**src/rtl/uart_pkg.sv**
```systemverilog
// Shared constants and types for the 8N1 UART receiver.
// Holds state encodings, frame constants and the bit-period helper.
package uart_pkg;

  localparam logic [2:0] StIdleEnc     = 3'd0;
  localparam logic [2:0] StStartEnc    = 3'd1;
  localparam logic [2:0] StDataEnc     = 3'd2;
  localparam logic [2:0] StStopEnc     = 3'd3;
  localparam logic [2:0] StWaitIdleEnc = 3'd4;

  typedef enum logic [2:0] {
    StIdle     = StIdleEnc,
    StStart    = StStartEnc,
    StData     = StDataEnc,
    StStop     = StStopEnc,
    StWaitIdle = StWaitIdleEnc
  } rx_state_e;

  localparam int unsigned DataBits = 8;
  localparam int unsigned StopBits = 1;

  // Rounded-to-nearest clock cycles per serial bit.
  function automatic int unsigned clks_per_bit(input int unsigned clk_hz,
                                               input int unsigned baud);
    return (clk_hz + baud / 2) / baud;
  endfunction

endpackage

```
**src/rtl/uart_rx_if.sv**
```systemverilog
// Valid/ready read port of the UART receive FIFO.
// The receiver drives it as master; the consumer attaches as slave.
interface uart_rx_if;
  import uart_pkg::*;

  logic [DataBits-1:0] rdata;
  logic                rvalid;
  logic                rready;

  modport master (
    output rdata,
    output rvalid,
    input  rready
  );

  modport slave (
    input  rdata,
    input  rvalid,
    output rready
  );

endinterface

```
**src/rtl/sync_fifo.sv**
```systemverilog
// First-word-fall-through synchronous FIFO with full/empty flags.
// Accepts a push into a full FIFO when a pop happens in the same cycle.
module sync_fifo #(
  parameter int unsigned WIDTH = 8,
  parameter int unsigned DEPTH = 4
) (
  input  logic             clk,
  input  logic             rst,
  input  logic             push,
  input  logic [WIDTH-1:0] wdata,
  input  logic             pop,
  output logic [WIDTH-1:0] rdata,
  output logic             full,
  output logic             empty
);

  localparam int unsigned PtrW = (DEPTH > 1) ? $clog2(DEPTH) : 1;

  logic [WIDTH-1:0] mem_q [DEPTH];
  logic [PtrW-1:0]  wr_ptr_q;
  logic [PtrW-1:0]  rd_ptr_q;
  logic [PtrW:0]    count_q;
  logic             do_push;
  logic             do_pop;

  assign full    = (count_q == (PtrW + 1)'(DEPTH));
  assign empty   = (count_q == '0);
  assign do_pop  = pop && !empty;
  assign do_push = push && (!full || do_pop);
  assign rdata   = mem_q[rd_ptr_q];

  // Memory is cleared on reset so the head reads zero out of reset.
  always_ff @(posedge clk) begin
    if (rst) begin
      wr_ptr_q <= '0;
      rd_ptr_q <= '0;
      count_q  <= '0;
      for (int unsigned i = 0; i < DEPTH; i++) begin
        mem_q[i] <= '0;
      end
    end else begin
      if (do_push) begin
        mem_q[wr_ptr_q] <= wdata;
        wr_ptr_q        <= wr_ptr_q + 1'b1;
      end
      if (do_pop) begin
        rd_ptr_q <= rd_ptr_q + 1'b1;
      end
      unique case ({do_push, do_pop})
        2'b10:   count_q <= count_q + 1'b1;
        2'b01:   count_q <= count_q - 1'b1;
        default: ;
      endcase
    end
  end

endmodule

```
**src/rtl/uart_rx.sv**
```systemverilog
// 8N1 UART receiver: synchronizer, bit-centre sampling FSM and receive FIFO.
// Completed bytes are read through the valid/ready interface.
module uart_rx
  import uart_pkg::*;
#(
  parameter int unsigned CLK_HZ    = 50_000_000,
  parameter int unsigned BAUD_RATE = 115200,
  parameter int unsigned BUF_DEPTH = 256
) (
  input  logic      clk,
  input  logic      rst,
  input  logic      rx,
  uart_rx_if.master bus,
  output logic      frame_err,
  output logic      overflow
);

  localparam int unsigned ClksPerBit = clks_per_bit(CLK_HZ, BAUD_RATE);
  localparam int unsigned Half       = ClksPerBit / 2;
  localparam int unsigned CntW       = $clog2(ClksPerBit);

  if (ClksPerBit < 4) begin : gen_bad_baud
    $error("uart_rx: CLKS_PER_BIT must be at least 4");
  end
  if ((BUF_DEPTH < 2) || ((BUF_DEPTH & (BUF_DEPTH - 1)) != 0)) begin : gen_bad_depth
    $error("uart_rx: BUF_DEPTH must be a power of two and at least 2");
  end

  localparam logic [CntW-1:0] HalfLoad = CntW'(Half - 1);
  localparam logic [CntW-1:0] BitLoad  = CntW'(ClksPerBit - 1);
  localparam logic [2:0]      LastBit  = 3'(DataBits - 1);

  logic                rx_meta_q;
  logic                rxs_q;
  rx_state_e           state_q;
  logic [CntW-1:0]     cnt_q;
  logic [2:0]          bit_idx_q;
  logic [DataBits-1:0] data_q;

  logic cnt_done;
  logic stop_sample;
  logic byte_push;
  logic fifo_full;
  logic fifo_empty;
  logic pop;

  assign cnt_done    = (cnt_q == '0);
  assign stop_sample = (state_q == StStop) && cnt_done;
  assign byte_push   = stop_sample && rxs_q;
  assign pop         = !fifo_empty && bus.rready;
  assign bus.rvalid  = !fifo_empty;

  // Two-flop synchronizer; resets to the idle (high) line level.
  always_ff @(posedge clk) begin
    if (rst) begin
      rx_meta_q <= 1'b1;
      rxs_q     <= 1'b1;
    end else begin
      rx_meta_q <= rx;
      rxs_q     <= rx_meta_q;
    end
  end

  always_ff @(posedge clk) begin
    if (rst) begin
      state_q   <= StIdle;
      cnt_q     <= '0;
      bit_idx_q <= '0;
      data_q    <= '0;
      frame_err <= 1'b0;
      overflow  <= 1'b0;
    end else begin
      frame_err <= 1'b0;
      if (byte_push && fifo_full && !pop) begin
        overflow <= 1'b1;
      end
      unique case (state_q)
        StIdle: begin
          if (!rxs_q) begin
            cnt_q   <= HalfLoad;
            state_q <= StStart;
          end
        end
        StStart: begin
          if (!cnt_done) begin
            cnt_q <= cnt_q - 1'b1;
          end else if (!rxs_q) begin
            cnt_q     <= BitLoad;
            bit_idx_q <= '0;
            state_q   <= StData;
          end else begin
            state_q <= StIdle;
          end
        end
        StData: begin
          if (!cnt_done) begin
            cnt_q <= cnt_q - 1'b1;
          end else begin
            data_q[bit_idx_q] <= rxs_q;
            cnt_q             <= BitLoad;
            bit_idx_q         <= bit_idx_q + 1'b1;
            if (bit_idx_q == LastBit) begin
              state_q <= StStop;
            end
          end
        end
        StStop: begin
          if (!cnt_done) begin
            cnt_q <= cnt_q - 1'b1;
          end else if (rxs_q) begin
            state_q <= StIdle;
          end else begin
            frame_err <= 1'b1;
            state_q   <= StWaitIdle;
          end
        end
        StWaitIdle: begin
          if (rxs_q) begin
            state_q <= StIdle;
          end
        end
        default: state_q <= StIdle;
      endcase
    end
  end

  sync_fifo #(
    .WIDTH (DataBits),
    .DEPTH (BUF_DEPTH)
  ) u_fifo (
    .clk   (clk),
    .rst   (rst),
    .push  (byte_push),
    .wdata (data_q),
    .pop   (bus.rready),
    .rdata (bus.rdata),
    .full  (fifo_full),
    .empty (fifo_empty)
  );

endmodule

```
**src/flat_wrapper.sv**
```systemverilog
// flat-port wrapper written by rule: the top's interface ports become plain ports
module uart_rx_flat import uart_pkg::*;
#(
  parameter int unsigned CLK_HZ    = 50_000_000,
  parameter int unsigned BAUD_RATE = 115200,
  parameter int unsigned BUF_DEPTH = 256
)
  (clk, rst, rx, frame_err, overflow, bus_rdata, bus_rvalid, bus_rready);
  uart_rx_if bus_i ();
  input  logic clk;
  input  logic rst;
  input  logic rx;
  output logic frame_err;
  output logic overflow;
  output wire logic [$bits(bus_i.rdata)-1:0] bus_rdata;
  output wire logic [$bits(bus_i.rvalid)-1:0] bus_rvalid;
  input wire logic [$bits(bus_i.rready)-1:0] bus_rready;
  assign bus_rdata = bus_i.rdata;
  assign bus_rvalid = bus_i.rvalid;
  assign bus_i.rready = bus_rready;
  uart_rx #(.CLK_HZ(CLK_HZ), .BAUD_RATE(BAUD_RATE), .BUF_DEPTH(BUF_DEPTH)) u_core (.clk(clk), .rst(rst), .rx(rx), .bus(bus_i), .frame_err(frame_err), .overflow(overflow));
endmodule
```
**config.mk**
```make
export PLATFORM = sky130hd
export DESIGN_NAME = uart_rx_flat
export DESIGN_NICKNAME = d
export VERILOG_FILES = /design/src/rtl/uart_pkg.sv /design/src/rtl/uart_rx_if.sv /design/src/rtl/sync_fifo.sv /design/src/rtl/uart_rx.sv /design/src/flat_wrapper.sv
export SDC_FILE = /design/constraint.sdc
export NUM_CORES = 2
export LEC_CHECK = 0
export BUFFER_PORTS_ARGS = -buffer_cell sky130_fd_sc_hd__buf_4
export CORE_MARGIN = 2
export CORE_UTILIZATION = 53
export CTS_CLUSTER_SIZE = 16
export DETAILED_ROUTE_END_ITERATION = 12
export PLACE_DENSITY = 0.68
export SYNTH_ARGS = -nofsm -noshare
export SYNTH_HDL_FRONTEND = slang
export SYNTH_SLANG_ARGS = --single-unit
```
**constraint.sdc**
```tcl
create_clock -name clk -period 2.5 [get_ports clk]
set_input_delay 0.5 -clock clk [delete_from_list [all_inputs] [get_ports clk]]
set_output_delay 0.5 -clock clk [all_outputs]
set_load 0.1 [all_outputs]
```
==> impl_results.md <==
- Grt total ovfl: 0
- Starting density of the core: roughly 53%
- Synth Register Bits: 2108
- R2r startpoint: u_core.cnt_q[1]
- Critical path arrival: 3.95 ns
- RSZ-0062 raised after global routing: yes
- Detailed Place HPWL: 196 mm
- Drt first pass iters: 6
- Die W: 425 um
- Reg2Reg Setup Slack: -0.17 ns
- Die extent in y: 425 um
- Final Worst Setup Slack: -1.95 ns
- Initial antenna violation count: 4
- Failing checks: setup timing
- Cell Rows: 154
- Seq/Total Area, Yosys: 66.9%
- Crit path cell chain: buf_8 > buf_12 > buf_4 > buf_12 > buf_4 > mux4_2 > a22o_1 > a221oi_2 > buf_4 > o22ai_1 > nor3_2 > buf_4 > nor4_4 > buf_6
- Fmax: 0.224 GHz
- R2R depth: 12
- CP most frequent cell: buf_4
- Max cap viols: 0
- Worst-case clock buffer depth: 3
- Cell Pwr Density: 797 mW/mm^2
- Wire per inst: 29.8 um
- Peak supply drop: 0.000775 V
- Core area: 0.176 sq mm
- Nets: 7754
- Root Driver: clkbuf_16
- Yosys warning count: 0
- Syn_nets: 7020
- First-pass GRT wire length: 427 mm
- Dpl cell area: 0.105 sq mm
- Synth Flop Type: edfxtp_1
- Leak: roughly 0.038 uW
- Critical path capture point: bus_rdata[4]
- Crit share post-route: 178%
- Port Buffers: 14
- Relative slew slack: 4.75%
- Final hold vios: 0
- Fin crit period: about 4.5 ns
- Post-Synthesis Cell Area: 0.0938 sq mm
- WL final: 306 mm
- Req. time, crit path: 2.00 ns
- Netlist cell types: approximately 70
- Via count of the first global-routing pass: 63.5k
- H-tree levels: 4
- Vias: 65.7k
- Dominant cell type by area after synthesis: edfxtp_1
- Crit path launch type: flip-flop
- Largest net degree at the start of global routing: 97
- Clock slew at reported path FFs: roughly 0.060 ns
- Slowest stage delay, CP: 0.49 ns
- CTS Buf Count: roughly 210
- Most common cell after layout, fill and taps aside: edfxtp_1
- Clk_lat worst skew: 0.88 ns
- Fin. max-slew vios: 0
- Status: complete, but fails checks
- CP Class: reg2out
- Top area cells in the synthesized netlist: edfxtp_1 66%, nor2_1 8.4%, mux4_2 8.3%
- # IOs: 15
- Mean Syn Cell Area: 13.4 sq um
- Cell with the largest stage delay on the worst path: mux4_2
- Slew @ Worst Pin: 1.43 ns
- CTS tree: done
- Full die area: 0.180 sq mm
- Overall routing resource usage: 32.6%
- DR iter-0 viols: 9744
- Setup violators final: 918
- Post-Layout Cell Count: 10.3k
- CP endpoint kind: output port
- Clock Sinks: 2108
- Design Area, Final: 0.119 sq mm
- Synth top area share: 65.6%
- Clk_skew: roughly 0.03 ns
- Cells after synthesis: 7005
- Pwr Total: approximately 95000 uW
- Min-delay worst type: in2reg
- DRT antenna net count: 0
- Share of layout cells above drive strength 1: 30.9%
- EDFF count, synth: 2048
- RePlAce Congestion: 0.946
- Post-synth ARST share: 0%
- Crit Path Max Fanout: 8
- Terminus of the critical flop-to-flop path: u_core.u_fifo.mem_q[186][6]
- Placed insts: 9588
- Most frequent cells in the layout: 2048 x edfxtp_1, 1956 x nor2_1, 769 x buf_4
- Post-DR vias/cell: 6.40
- DRC: 0
- Area Overhead vs Synth: 26.9%
-- cell type report --
type / count / area [sq um]
clock buffer: 270 / 5680
antenna: 1 / 2.50
inverter: 10 / 37.5
clock inverter: 128 / 1350
multi-input combinational: 4194 / 32200
tap: 2340 / 2930
timing repair buffer: 1213 / 14100
sequential: 2108 / 62700
fill: 11700 / 56900
-- flip-flops by register name (all words and copies together), names as in the netlist, named ones only --
signal	count
u_core.bit_idx_q	3
u_core.cnt_q	9
u_core.data_q	8
u_core.frame_err	1
u_core.overflow	1
u_core.rx_meta_q	1
u_core.rxs_q	1
u_core.state_q	3
u_core.u_fifo.count_q	9
u_core.u_fifo.mem_q	2048
u_core.u_fifo.rd_ptr_q	8
u_core.u_fifo.wr_ptr_q	8
-- stage by stage --
stage | setup WS, ns | hold slack, ns | TNS (ns) | util [%]
4_1_cts | -1.90 | 0.256 | -19.94 | 65.5
6_report | -1.95 | 0.302 | -63.19 | 67.7
3_5_place_dp | -1.90 | 0.418 | -274.70 | 59.8
2_1_floorplan | -0.693 | 0.389 | -162.37 | -
3_3_place_gp | -1.83 | 0.430 | -166.43 | 59.8
5_1_grt | -2.01 | 0.298 | -159.63 | 67.7
-- where the power goes --
part           switching (uW)  internal, uW  leakage [uW]
Combinational           10700         10700        0.0143
Sequential                652         40400        0.0200
Clock                   14000         18400       0.00343
-- worst max-delay path, delay by kind of cell (launching register included) --
kind,cells,cell delay [ns]
DFF,1,0.40
muxes,1,0.49
AOI/OAI and AO/OA,3,0.53
and+or+nand+nor,2,0.36
buffers and inverters,8,1.30
-- layer usage --
layer / vias up / track usage [%] / routed length (um)
li1: 27200 / - / -
met1: 32900 / 42.9 / 108000
met2: 4620 / 51.4 / 144000
met3: 894 / 6.63 / 34800
met4: 4 / 17.3 / 19300
met5: - / 0 / 25
-- synth_stat cells (38+ instances only) --
cell type and n:
a21oi_1 49, a221oi_1 114, a22o_1 43, a22oi_1 99
buf_1 41, buf_2 156, buf_4 56, clkbuf_1 441
dfxtp_1 60, edfxtp_1 2048, mux2i_1 341, mux4_2 347
nand2_1 337, nand4_1 38, nor2_1 2110, nor2b_1 44
nor3_1 47, o21ai_0 58, o21bai_1 253
-- how the worst min path moves through the flow --
stage                                            to             start  cells after the start  slack (ns)
after floorplan                        u_core.rxs_q  u_core.rx_meta_q                      1        0.39
after detailed placement               u_core.rxs_q  u_core.rx_meta_q                      1        0.42
after CTS                                 flip-flop        bus_rready                      6        0.26
after global routing      u_core.u_fifo.wr_ptr_q[1]        bus_rready                      7        0.30
final                     u_core.u_fifo.wr_ptr_q[1]        bus_rready                      7        0.30
after global placement                 u_core.rxs_q  u_core.rx_meta_q                      1        0.43
-- cell families after synthesis --
family                     synth area share [%]
muxes                                      12.0
DFF                                        66.9
xor gates and xnor gates                  0.187
and+or+nand+nor                            11.8
buffers and inverters                      3.25
AOI/OAI and AO/OA                          5.73
adders and majority gates                 0.147
-- what timing repair did --
item | CTS | global route
buffers inserted | 115 | 128
cloned | 14 | 32
pin swaps | 108 | 164
endpoints found under the hold margin | 4 | 0
hold buffers | 2 | 0
gates resized for setup | 256 | 460
endpoints found under the setup margin | 2203 | 2672
Power figures use the tool's default switching activity.
